[src/rtl/uart_frame_pkg.sv]
// Constants and types shared by the card-link frame encoder and receiver.
// A frame is SOF, TYPE, LEN, LEN payload bytes and an XOR checksum.
package uart_frame_pkg;

  localparam logic [7:0] SOF_BYTE             = 8'hA5;
  localparam logic [7:0] TYPE_START           = 8'h01;
  localparam logic [7:0] TYPE_DEAL            = 8'h02;
  localparam logic [7:0] TYPE_DEALER_FINISHED = 8'h03;

  typedef struct packed {
    logic [1:0] suit;
    logic [3:0] rank;
  } card_t;

  typedef enum logic [2:0] {
    ST_IDLE,
    ST_TYPE,
    ST_LEN,
    ST_PAYLOAD,
    ST_CHECK,
    ST_COMMIT,
    ST_ERROR
  } state_t;

  // A payload byte carries one card in its low six bits; the top two bits must be clear.
  function automatic logic payload_ok(input logic [7:0] b);
    card_t c;
    c = b[5:0];
    return (b[7:6] == 2'b00) && (c.rank >= 4'd1) && (c.rank <= 4'd13);
  endfunction

endpackage

[src/rtl/byte_timeout.sv]
// Inter-byte idle counter: counts enabled cycles since the last clear and
// flags expiry once TIMEOUT_CYCLES-1 is reached, holding there until cleared.
module byte_timeout #(
  parameter int TIMEOUT_CYCLES = 650000,
  localparam int TW = (TIMEOUT_CYCLES > 2) ? $clog2(TIMEOUT_CYCLES) : 1
) (
  input  logic clk,
  input  logic rst,
  input  logic clr,
  input  logic en,
  output logic expired
);

  localparam logic [TW-1:0] LIMIT = TW'(TIMEOUT_CYCLES - 1);

  logic [TW-1:0] count_q, count_d;

  assign expired = (count_q == LIMIT);

  always_comb begin
    count_d = count_q;
    if (clr) begin
      count_d = '0;
    end else if (en && !expired) begin
      count_d = count_q + 1'b1;
    end
  end

  always_ff @(posedge clk) begin
    if (!rst) begin
      count_q <= '0;
    end else begin
      count_q <= count_d;
    end
  end

endmodule

[src/rtl/card_frame_rx.sv]
// Receive-side card-link parser: pops bytes from the UART RX FIFO, validates
// framed messages and publishes START / DEAL / DEALER_FINISHED events.
module card_frame_rx
  import uart_frame_pkg::*;
#(
  parameter int          MAX_CARDS      = 8,
  parameter logic [7:0]  SOF            = SOF_BYTE,
  parameter int          TIMEOUT_CYCLES = 650000,
  localparam int         CW             = $clog2(MAX_CARDS + 1)
) (
  input  logic                   clk,
  input  logic                   rst,
  input  logic [7:0]             read_data,
  input  logic                   rx_empty,
  output logic                   rd_uart,
  output logic                   decoded_start,
  output logic                   decoded_deal,
  output logic                   decoded_dealer_finished,
  output logic [6*MAX_CARDS-1:0] cards,
  output logic [CW-1:0]          card_count,
  output logic                   frame_error,
  output logic                   busy
);

  state_t                 state_q, state_d;
  logic [7:0]             type_q, type_d;
  logic [7:0]             len_q, len_d;
  logic [CW-1:0]          idx_q, idx_d;
  logic [7:0]             chk_q, chk_d;
  logic [6*MAX_CARDS-1:0] shadow_q, shadow_d;
  logic [6*MAX_CARDS-1:0] shadow_masked;
  logic [6*MAX_CARDS-1:0] cards_q, cards_d;
  logic [CW-1:0]          count_q, count_d;
  logic                   in_frame, pop, expired, len_ok;

  assign in_frame = (state_q == ST_TYPE) || (state_q == ST_LEN) ||
                    (state_q == ST_PAYLOAD) || (state_q == ST_CHECK);
  // Gated by rst so no byte is lost from the FIFO while held in reset.
  assign pop = rst && !rx_empty && ((state_q == ST_IDLE) || in_frame);

  byte_timeout #(.TIMEOUT_CYCLES(TIMEOUT_CYCLES)) u_timeout (
    .clk     (clk),
    .rst     (rst),
    .clr     (pop || !in_frame),
    .en      (in_frame && rx_empty),
    .expired (expired)
  );

  // Slots beyond LEN are zeroed so a short DEAL never shows stale cards.
  for (genvar gi = 0; gi < MAX_CARDS; gi++) begin : g_mask
    assign shadow_masked[gi*6 +: 6] = (8'(gi) < len_q) ? shadow_q[gi*6 +: 6] : 6'd0;
  end

  assign len_ok = (type_q == TYPE_DEAL) ?
                  ((read_data >= 8'd1) && (read_data <= 8'(MAX_CARDS))) :
                  (read_data == 8'd0);

  always_ff @(posedge clk) begin
    if (!rst) begin
      state_q  <= ST_IDLE;
      type_q   <= '0;
      len_q    <= '0;
      idx_q    <= '0;
      chk_q    <= '0;
      shadow_q <= '0;
      cards_q  <= '0;
      count_q  <= '0;
    end else begin
      state_q  <= state_d;
      type_q   <= type_d;
      len_q    <= len_d;
      idx_q    <= idx_d;
      chk_q    <= chk_d;
      shadow_q <= shadow_d;
      cards_q  <= cards_d;
      count_q  <= count_d;
    end
  end

  always_comb begin
    state_d  = state_q;
    type_d   = type_q;
    len_d    = len_q;
    idx_d    = idx_q;
    chk_d    = chk_q;
    shadow_d = shadow_q;
    cards_d  = cards_q;
    count_d  = count_q;
    case (state_q)
      ST_IDLE: begin
        if (pop && (read_data == SOF)) state_d = ST_TYPE;
      end
      ST_TYPE: begin
        if (pop) begin
          if ((read_data == TYPE_START) || (read_data == TYPE_DEAL) ||
              (read_data == TYPE_DEALER_FINISHED)) begin
            type_d  = read_data;
            chk_d   = read_data;
            state_d = ST_LEN;
          end else begin
            state_d = ST_ERROR;
          end
        end else if (expired) begin
          state_d = ST_ERROR;
        end
      end
      ST_LEN: begin
        if (pop) begin
          if (len_ok) begin
            len_d   = read_data;
            chk_d   = chk_q ^ read_data;
            idx_d   = '0;
            state_d = (read_data != 8'd0) ? ST_PAYLOAD : ST_CHECK;
          end else begin
            state_d = ST_ERROR;
          end
        end else if (expired) begin
          state_d = ST_ERROR;
        end
      end
      ST_PAYLOAD: begin
        if (pop) begin
          if (payload_ok(read_data)) begin
            shadow_d[int'(idx_q)*6 +: 6] = read_data[5:0];
            chk_d = chk_q ^ read_data;
            idx_d = idx_q + 1'b1;
            if ((8'(idx_q) + 8'd1) == len_q) state_d = ST_CHECK;
          end else begin
            state_d = ST_ERROR;
          end
        end else if (expired) begin
          state_d = ST_ERROR;
        end
      end
      ST_CHECK: begin
        if (pop) begin
          if (read_data == chk_q) begin
            state_d = ST_COMMIT;
            // Cards load on the CHK edge so they are visible alongside the DEAL pulse.
            if (type_q == TYPE_DEAL) begin
              cards_d = shadow_masked;
              count_d = len_q[CW-1:0];
            end
          end else begin
            state_d = ST_ERROR;
          end
        end else if (expired) begin
          state_d = ST_ERROR;
        end
      end
      ST_COMMIT: state_d = ST_IDLE;
      ST_ERROR:  state_d = ST_IDLE;
      default:   state_d = ST_IDLE;
    endcase
  end

  always_comb begin
    rd_uart                 = pop;
    decoded_start           = (state_q == ST_COMMIT) && (type_q == TYPE_START);
    decoded_deal            = (state_q == ST_COMMIT) && (type_q == TYPE_DEAL);
    decoded_dealer_finished = (state_q == ST_COMMIT) && (type_q == TYPE_DEALER_FINISHED);
    frame_error             = (state_q == ST_ERROR);
    busy                    = (state_q != ST_IDLE);
    cards                   = cards_q;
    card_count              = count_q;
  end

endmodule

[config.mk]
export PLATFORM = sky130hd
export DESIGN_NAME = card_frame_rx
export DESIGN_NICKNAME = d
export VERILOG_FILES = /design/src/rtl/uart_frame_pkg.sv /design/src/rtl/byte_timeout.sv /design/src/rtl/card_frame_rx.sv
export SDC_FILE = /design/constraint.sdc
export NUM_CORES = 1
export LEC_CHECK = 0
export CAP_MARGIN = 10
export CORE_MARGIN = 8
export CORE_UTILIZATION = 30
export DETAILED_ROUTE_END_ITERATION = 16
export GPL_TIMING_DRIVEN = 0
export SETUP_SLACK_MARGIN = 0.2
export SKIP_CTS_REPAIR_TIMING = 1
export SLEW_MARGIN = 20
export SYNTH_ARGS = -nofsm -noshare
export SYNTH_HDL_FRONTEND = slang
export SYNTH_SLANG_ARGS = --single-unit
[constraint.sdc]
create_clock -name clk -period 4.3 [get_ports clk]
set_input_delay 0.645 -clock clk [delete_from_list [all_inputs] [get_ports clk]]
set_output_delay 0.645 -clock clk [all_outputs]
set_load 0.03 [all_outputs]
==> out/results.txt, run 1 <==
Fin crit share -> 87.22%
Synth area leader -> dfxtp_1
Prevailing post-synth register cell -> dfxtp_1
Core area -> 24960 um2
Post-Syn Area per Cell -> 8.101 um2
Largest family of logic cells by synthesized area -> simple AND/OR/NAND/NOR gates
Maximum buffer depth of the clock tree -> 2
Synth top area share -> 39.91%
# IOs -> 69
Worst-margin pin slew -> 0.8295 ns
Critical path capture point type -> register
First-pass GRT wire length -> 37.00 mm
Setup TNS -> 0 ns
Routed via count -> 6986
Skew-Pair Late Insertion Delay -> 0.42 ns
Fmax -> 0.2666 GHz
Router iterations before antenna repair -> 5
Number of placed instances, taps included -> 1330
Post-DP HPWL -> 17.37 mm
Crit path time final -> 3.750 ns
Row count -> 58
Total nets after synthesis -> 954
Final setup vio count -> 0
CP arrival -> 4.07 ns
Final-report max-slew violation count -> 0
NumNets Final -> 1038
Cell Int Power -> 2305 uW
Vias per cell -> 5.129
Cell count after synthesis -> 935
Simple-Gate Fraction of Synth Area -> 29.45%
NetSw -> 691.6 uW
Combinational power share -> 2.7%
Post-layout instance area -> 9251 um2
Clk slew on worst S/H paths -> 0.07 ns
Port bufs -> 65
Sw Ratio -> 23.08%
Seq/Total Area, Yosys -> 39.91%
Status -> finished clean
Crit-path max FO -> 8
Placed inst area -> 8638 um2
Async S/R FF share, synth -> 0%
Iter 0 DRT Violations -> 569
YS warnings -> 0
H-Tree Level Count -> 4
Register bit total from synthesis -> 151
Critical path class -> reg2reg
Syn Std Cell Area -> 7575 um2
Post-synthesis adder-cell area fraction -> 1.321%
Worst-case vdd ir drop -> 231.9 uV
Post-synthesis mux area share -> 6.112%
Critical Path Max Stage Delay -> 0.50 ns
Final non-filler cell total -> 1362
Die height -> 174.9 um
Yosys cell types -> 70
Vias in the first global route -> 6595
Final Hold Fails -> 0
Min-delay worst type -> reg2reg
Post-synth EDFFs -> 0
Clock power frac -> 50.6%
Required @ worst endpoint -> 4.62 ns
Initial antenna violation count -> 0
Area Growth Syn to Fin -> 22.13%
CTS root buf -> clkbuf_16
GRT Overall Usage -> 15.00%
Worst Skew -> 0.01060 ns
CP startpoint kind -> register
ANT cells -> 0
Final ANT Viol Nets -> 0
Post-synthesis compound-gate area fraction -> 14.44%
RSZ-0062 raised after global routing -> no
Overall die width -> 174.9 um
Leak -> 0.003201 uW
Critical path's slowest cell -> ha_1
CP delay by family, top -> compound AO/OA/AOI/OAI gates
Synth Area in XOR/XNOR -> 4.840%
Max-Cap Viols -> 0
Register share of total power -> 46.7%
Most frequent CP cell -> ha_1
Residual DRC count -> 0
TritonCTS Buffers -> 17
Sink Count -> 151
Relative slew margins -> 44.11%
Largest net degree at the start of global routing -> 17
Post-DR wirelength/cell -> 16.87 um
CP bufs+invs -> 2
Share of cells above drive strength 1 -> 7.364%
Remaining Overflow, GRT -> 0
Die ar. -> 30590 um2
Pwr dens -> 324.0 nW/um2
Worst-path cell chain -> clkbuf_1, clkinv_1, ha_1, o21bai_1, xor2_2, nor2_1, ha_1, nor2_2, o211ai_4, nor4_4, o221ai_1, o211a_1
Total chip power -> 2997 uW
Final RePlAce weighted congestion -> 0.9171
CTS tree -> built
Top cells by area, synth -> dfxtp_1 40%, nand2_1 6.4%, mux2i_1 5.8%
Initial Utilization -> 30.34%
Detailed Route WL -> 22.98 mm
state kept, by name, summed over array words and instances, names as in the netlist:
signal / flops
chk_q: 8
idx_q: 4
shadow_q: 48
card_count: 4
u_timeout.count_q: 20
len_q: 8
cards: 48
type_q: 8
state_q: 3
Yosys cell counts (3+ instances only):
library cell and n:
xor2_1 22, o211a_1 3, and3_1 16, nand3_1 87
nand4_1 11, nor2_1 81, a21o_1 4, ha_1 8
xnor2_1 13, o21a_1 4, nand2_1 130, or2_2 5
clkbuf_1 53, dfxtp_1 151, o221ai_1 6, mux2i_1 44
and2_1 6, nor3_1 16, buf_2 7, o21ai_0 36
inv_1 11, nand2b_1 10, nand3b_1 9, nor3_2 4
nor2_2 3, a31oi_1 8, nor4_1 11, nor4_2 4
o211ai_1 7, o31ai_1 5, nor2b_1 8, a22oi_1 4
o22ai_1 3, a21oi_1 78, or3_1 18, clkinv_1 3
worst register-to-register path: cells and delay by family (launching register included):
kind	cells	cell delay [ns]
flops	1	0.37
buf+inv	2	0.55
compound gates	4	0.91
xor+xnor	1	0.31
simple gates	3	0.78
fa+ha+maj	2	0.73
metal layers:
layer | global-route usage (%) | up-vias | wire length, um
met1 | 20.72 | 3278 | 11220
met5 | 0 | - | 0
met4 | 4.839 | 0 | 449
li1 | - | 3478 | -
met3 | 2.655 | 24 | 1162
met2 | 23.26 | 206 | 10150
per-stage QoR:
stage                     util, %  hold WS [ns]  setup slack (ns)
after floorplan                 -        0.4321             1.074
after detailed placement    34.60        0.4454            0.4191
after global routing        37.06        0.4727            0.2320
after global placement      34.60        0.4404            0.3945
final                       37.06        0.4528            0.5497
after CTS                   37.02        0.4530            0.4904
final timing paths:
path | from | to | slack (ns) | depth (start not counted)
setup / recovery | idx_q[2] | shadow_q[39] | 0.55 | 12
hold / removal | cards[21] | cards[21] | 0.45 | 2
setup reg to reg | idx_q[2] | shadow_q[39] | 0.55 | 12
hold reg to reg | cards[21] | cards[21] | 0.45 | 2
power by group through the flow:
| stage | sequential (uW) | clock [uW] | combinational (uW) |
|---|---|---|---|
| 4_1_cts | 1400 | 1540 | 81.4 |
| 2_1_floorplan | 1430 | 0 | 45.0 |
| 3_5_place_dp | 1430 | 0 | 81.1 |
| 6_report | 1400 | 1520 | 81.5 |
| 5_1_grt | 1400 | 1610 | 88.3 |
| 3_3_place_gp | 1430 | 0 | 81.3 |
cell usage in the layout (no fill, tap or decap), types with 9 or more instances in the layout:
cell type,netlist,final
nand3b_1,9,9
nor4_1,11,10
xnor2_1,13,13
nor3_1,16,16
clkbuf_1,53,53
nand3_1,87,87
and3_1,16,16
xor2_1,22,22
nor2_1,81,80
dfxtp_1,151,151
nand2_1,130,130
a21oi_1,78,78
inv_1,11,11
or3_1,18,18
nand2b_1,10,10
mux2i_1,44,44
o21ai_0,36,36
clkdlybuf4s50_1,0,65
clkbuf_16,0,17
nand4_1,11,11
logic make-up after synthesis:
| family | count (synthesis) |
|---|---|
| and+or+nand+nor | 440 |
| muxes | 46 |
| AOI/OAI and AO/OA | 177 |
| xor gates and xnor gates | 38 |
| DFF | 151 |
| buffers and inverters | 75 |
| adders and majority gates | 8 |
final cells by class:
type / count / area (um2)
inverters: 14 / 52.55
clock inverters: 14 / 165.2
clock buffers: 18 / 439.2
fillers: 2589 / 15710
flip-flops and latches: 151 / 3023
plain buffers: 61 / 245.2
multi-input cells: 709 / 4263
repair buffers: 65 / 650.6
well taps: 330 / 412.9
Power figures use the tool's default switching activity.
==> inputs of run 2 (changes only) <==
Settings changed: GPL_ROUTABILITY_DRIVEN set to 0, PLACE_DENSITY_LB_ADDON set to 0.12.
==> run 2 against run 1 <==
  * Via count about the same
  * Worst hold slack got worse by 0.0028 ns
  * Clock skew increased by 0.0020 ns
  * Power increased by 2.3%
  * Critical path depth decreased by 1
  * Cell area increased by 0.14%
  * Setup slack got worse by 0.056 ns
  * Clock-buffer cell count increased by 1
  * Register-to-register slack got worse by 0.06 ns
  * Non-clock buffer count unchanged
  * Global-route usage increased by 1.1 points
  * Critical path type unchanged
  * Highest routed layer unchanged
==> out/results.txt, run 2 (synthesis gave the netlist of run 1 again) <==
Status -> finished clean
Die ar. -> 30590 um2 (unchanged)
CP arrival -> 4.15 ns (+0.08 ns)
Overall die width -> 174.9 um (unchanged)
CP startpoint kind -> register
Vias in the first global route -> 6932 (+5.1%)
Commonest non-fill, non-tap cell in the layout -> dfxtp_1
CTS root buf -> clkbuf_16
Worst-margin pin slew -> 0.8474 ns (+0.01785 ns)
Clk slew on worst S/H paths -> 0.06 ns (about the same)
Min-delay worst type -> reg2reg
Initial Utilization -> 30.34% (unchanged)
Final Hold Fails -> 0 (unchanged)
Commonest cells after routing, fill and taps aside -> 151 x dfxtp_1, 130 x nand2_1, 87 x nand3_1, 81 x nor2_1, 78 x a21oi_1
Relative slew margins -> 43.51% (-0.61 points)
# IOs -> 69 (unchanged)
Router iterations before antenna repair -> 5 (unchanged)
CTS tree -> built
Final ANT Viol Nets -> 0 (unchanged)
Iter 0 DRT Violations -> 797 (+40%)
Remaining Overflow, GRT -> 0 (unchanged)
Core area -> 24960 um2 (unchanged)
TritonCTS Buffers -> 17 (unchanged)
Initial antenna violation count -> 0 (unchanged)
Hold_ws -> 0.4500 ns (-0.002795 ns)
H-Tree Level Count -> 4 (unchanged)
Post-DR wirelength/cell -> 17.76 um (+5.3%)
NumNets Final -> 1038 (unchanged)
Critical path capture point type -> register
Residual DRC count -> 0 (unchanged)
Worst-case vdd ir drop -> 168.1 uV (-28%)
Worst Skew -> 0.01262 ns (+0.002020 ns)
Required @ worst endpoint -> 4.65 ns (+0.03 ns)
Port bufs -> 65 (unchanged)
Maximum buffer depth of the clock tree -> 2 (unchanged)
Vias per cell -> 5.129 (about the same)
Routed via count -> 6980 (-0.086%)
Fillcell total -> 2630 (+1.6%)
Skew-Pair Late Insertion Delay -> 0.43 ns (about the same)
ANT cells -> 0 (unchanged)
Fin crit share -> 88.51% (+1.3 points)
First-pass GRT wire length -> 39.07 mm (+5.6%)
Final-report max-slew violation count -> 0 (unchanged)
GRT Overall Usage -> 16.07% (+1.1 points)
Die height -> 174.9 um (unchanged)
Setup TNS -> 0 ns (unchanged)
Crit-path max FO -> 10 (+2)
Largest net degree at the start of global routing -> 17 (unchanged)
Max-Cap Viols -> 0 (unchanged)
Crit path time final -> 3.806 ns (+0.05559 ns)
Final setup vio count -> 0 (unchanged)
Sink Count -> 151 (unchanged)
Area Growth Syn to Fin -> 22.30%
Fmax -> 0.2628 GHz (-1.5%)
Detailed Route WL -> 24.17 mm (+5.2%)
Leak -> 0.003212 uW (+0.33%)
Share of cells above drive strength 1 -> 7.274% (-0.090 points)
RSZ-0062 raised after global routing -> no
Post-DP HPWL -> 17.97 mm (+3.5%)
Critical path class -> reg2reg
Row count -> 58 (unchanged)
Pwr dens -> 330.8 nW/um2 (+2.1%)
-- run 2: cell types whose count changed in the layout (fill, tap and decap cells not counted), sizes merged --
cell | before | now
clkinv | 6 | 2
clkbuf | 71 | 72
bufinv | 2 | 3
inv | 16 | 17
-- run 2: worst max-delay path: stages, from the launching register on --
cell      delay (ns)
dfxtp_1         0.36
clkbuf_1        0.38
clkinv_1        0.37
ha_1            0.42
clkbuf_1        0.33
clkbuf_1        0.40
nand2_1         0.16
o22ai_1         0.55
nand3_1         0.13
o21ai_0         0.14
nand3_1         0.25
mux2i_1         0.23
-- run 2: final cells by class --
cell class                 count  area (um2)  area share [%]
buffer                        61       245.2           2.647
clock buffer                  19       452.9           4.889
clock inverter                12       166.4           1.796
inverter                      14       52.55          0.5673
multi-input combinational    709        4260           45.99
sequential                   151        3023           32.63
tap                          330       412.9           4.457
timing repair buffer          65       650.6           7.023
-- run 2: path summary, 6_finish.rpt --
path / startpoint / end / slack, ns / cells past startpoint
setup / recovery: idx_q[0] / shadow_q[12] / 0.49 / 11
hold reg to reg: cards[1] / cards[1] / 0.45 / 2
hold / removal: cards[1] / cards[1] / 0.45 / 2
setup reg to reg: idx_q[0] / shadow_q[12] / 0.49 / 11
-- run 2: metrics by stage --
| step | util (%) | cell area (um2) | total power, uW | worst slack, ns | cells |
|---|---|---|---|---|---|
| finish | 37.11 | 9264 | 3065 | 0.4941 | 1361 |
| global route | 37.11 | 9264 | 3172 | 0.2566 | 1361 |
| CTS | 37.08 | 9258 | 3103 | 0.4092 | 1361 |
| global placement | 34.60 | 8638 | 1515 | 0.2786 | 1330 |
| floorplan | - | 7575 | 1475 | 1.074 | 935 |
| detailed placement | 34.60 | 8638 | 1514 | 0.2732 | 1330 |
-- run 2: routing by layer --
layer	vias to the layer above	global-route usage, %	share of wire, %
met5	-	0	0
met3	33	3.712	6.6
met2	204	24.06	42
met1	3268	22.35	49
li1	3475	-	-
met4	0	5.193	1.9
-- run 2: power breakdown --
group	switching [uW]	total [uW]	internal [uW]
Sequential	0.0182	1400	1400
Combinational	63.2	84.4	21.2
Clock	630	1580	952
Total	693	3060	2370
==> inputs of run 3 (changes only) <==
Clock period 4.3 ns to 3.35 ns, I/O delays scaled along.
==> run 3 against run 2 <==
  * Via count grew 0.30%
  * First-iteration DRC count is 26% lower
  * Non-clock buffer count is 8 higher
  * Largest power group unchanged
  * Critical endpoint is now rd_uart
  * Power grew 26%
  * Highest routed layer unchanged
  * Cell area rose by 1.7%
  * Global-route usage down 0.15 points
==> out/results.txt, run 3 (synthesis gave the netlist of run 1 again) <==
Residual DRC count -> 0 (unchanged)
GRT Overall Usage -> 15.92% (-0.15 points)
Required @ worst endpoint -> 2.85 ns (-1.80 ns)
TritonCTS Buffers -> 17 (unchanged)
Commonest non-fill, non-tap cell in the layout -> dfxtp_1
Post-layout util -> 37.73% (+0.62 points)
Flop2flop setup slack -> 0.35 ns (-0.14 ns)
Routed via count -> 7001 (+0.30%)
Pwr dens -> 411.0 nW/um2 (+24%)
First-pass GRT wire length -> 38.85 mm (-0.55%)
Post-DR wirelength/cell -> 17.66 um (-0.57%)
Remaining Overflow, GRT -> 0 (unchanged)
Commonest cells after routing, fill and taps aside -> 150 x dfxtp_1, 130 x nand2_1, 86 x nand3_1, 79 x nor2_1, 78 x a21oi_1
Die height -> 174.9 um (unchanged)
Crit-path max FO -> 9 (-1)
Worst-path cell chain -> clkdlybuf4s50_1, nor2b_1, buf_2, nand2_1, inv_1, clkdlybuf4s50_1
CP arrival -> 2.56 ns (-1.59 ns)
NumNets Final -> 1046 (+0.77%)
Worst Skew -> 0.01119 ns (-0.001422 ns)
Core area -> 24960 um2 (unchanged)
Worst-margin pin slew -> 0.7937 ns (-0.05373 ns)
Router iterations before antenna repair -> 5 (unchanged)
Leak -> 0.003301 uW (+2.8%)
Worst Slack Setup Final -> 0.2866 ns (-0.2075 ns)
# IOs -> 69 (unchanged)
Die ar. -> 30590 um2 (unchanged)
Total chip power -> 3871 uW (+26%)
Crit path to -> rd_uart
CTS root buf -> clkbuf_16
Detailed Route WL -> 24.21 mm (+0.16%)
Overall die width -> 174.9 um (unchanged)
Vias in the first global route -> 6746 (-2.7%)
Iter 0 DRT Violations -> 588 (-26%)
Critical path capture point type -> primary output
Final Hold Fails -> 0 (unchanged)
Final setup vio count -> 0 (unchanged)
Fin crit share -> 91.45%
Final non-filler cell total -> 1371 (+0.73%)
Final-report max-slew violation count -> 0 (unchanged)
Status -> finished clean
Worst reg-to-reg path cell count -> 12 (+1)
Critical path class -> in2out
Crit path time final -> 3.063 ns
Fmax -> 0.3264 GHz
Clk slew on worst S/H paths -> 0.07 ns (about the same)
Share of cells above drive strength 1 -> 11.06% (+3.8 points)
Worst-case vdd ir drop -> 190.8 uV (+14%)
Max-Cap Viols -> 0 (unchanged)
Critical path's slowest cell -> clkdlybuf4s50_1
Initial antenna violation count -> 0 (unchanged)
RSZ-0062 raised after global routing -> no
CTS tree -> built
Worst setup startpoint -> rst
Pre-CTS setup slack -> -0.5763 ns (-0.8495 ns)
H-Tree Level Count -> 4 (unchanged)
Row count -> 58 (unchanged)
Critical Path Max Stage Delay -> 0.72 ns (+0.17 ns)
Min-delay worst type -> reg2reg
Relative slew margins -> 46.65% (+3.1 points)
Critical R2R Launch -> idx_q[2]
Fillcell total -> 2606 (-0.91%)
Largest net degree at the start of global routing -> 17 (unchanged)
Post-DP HPWL -> 17.80 mm (-0.95%)
Skew-Pair Late Insertion Delay -> 0.43 ns (about the same)
CP startpoint kind -> input port
Port bufs -> 65 (unchanged)
Hold_ws -> 0.4500 ns (-0.00002500 ns)
Area Growth Syn to Fin -> 24.33%
Most frequent CP cell -> clkdlybuf4s50_1
Worst r2r dst -> shadow_q[2]
Maximum buffer depth of the clock tree -> 2 (unchanged)
Vias per cell -> 5.106 (-0.43%)
Initial Utilization -> 30.34% (unchanged)
Sink Count -> 151 (unchanged)
Final ANT Viol Nets -> 0 (unchanged)
Number of placed instances, taps included -> 1330 (unchanged)
## run 3: cell count changes in the layout (fill, tap and decap cells not counted), sizes merged
cell	delta
clkbuf	-4
clkinv	+3
bufinv	-1
buf	+10
diode	+1
inv	+1
## run 3: worst max-delay path: cells and delay by family
kind	cells	cell delay (ns)
buffers and inverters	4	1.80
AND/OR/NAND/NOR	2	0.26
## run 3: worst min path at each step
stage	end	startpoint	depth (start not counted)	slack, ns
after floorplan	shadow_q[1]	shadow_q[1]	2	0.43
after global placement	cards[0]	cards[0]	2	0.44
after detailed placement	cards[3]	cards[3]	2	0.45
after CTS	cards[3]	cards[3]	2	0.45
after global routing	card_count[2]	card_count[2]	2	0.46
final	cards[3]	cards[3]	2	0.45
## run 3: through the flow
step	TNS [ns]	instance area (um2)
2_1_floorplan	0	7577
3_3_place_gp	-35.37	8641
3_5_place_dp	-33.28	8641
4_1_cts	-14.15	9231
5_1_grt	0	9415
6_report	0	9418
## run 3: final cells by class
class / instances / area (um2) / area share, %
multi-input combinational: 709 / 4340 / 46.09
sequential: 151 / 3024 / 32.11
timing repair buffer: 73 / 723.2 / 7.679
clock buffer: 17 / 425.4 / 4.517
tap: 330 / 412.9 / 4.384
buffer: 61 / 267.8 / 2.843
clock inverter: 15 / 165.2 / 1.754
inverter: 14 / 56.30 / 0.5978
antenna: 1 / 2.502 / 0.02657
## run 3: per-layer routing
metal	track usage, %	wire length, um
met1	22.42	12080
met2	23.80	10370
met3	2.741	1215
met4	5.970	546
met5	0	0
## run 3: power by group
group / switching, uW / internal [uW] / leakage [uW]
registers: 0.0221 / 1790 / 0.00122
clock network: 855 / 1110 / 0.000283
logic: 80.9 / 27.4 / 0.00180
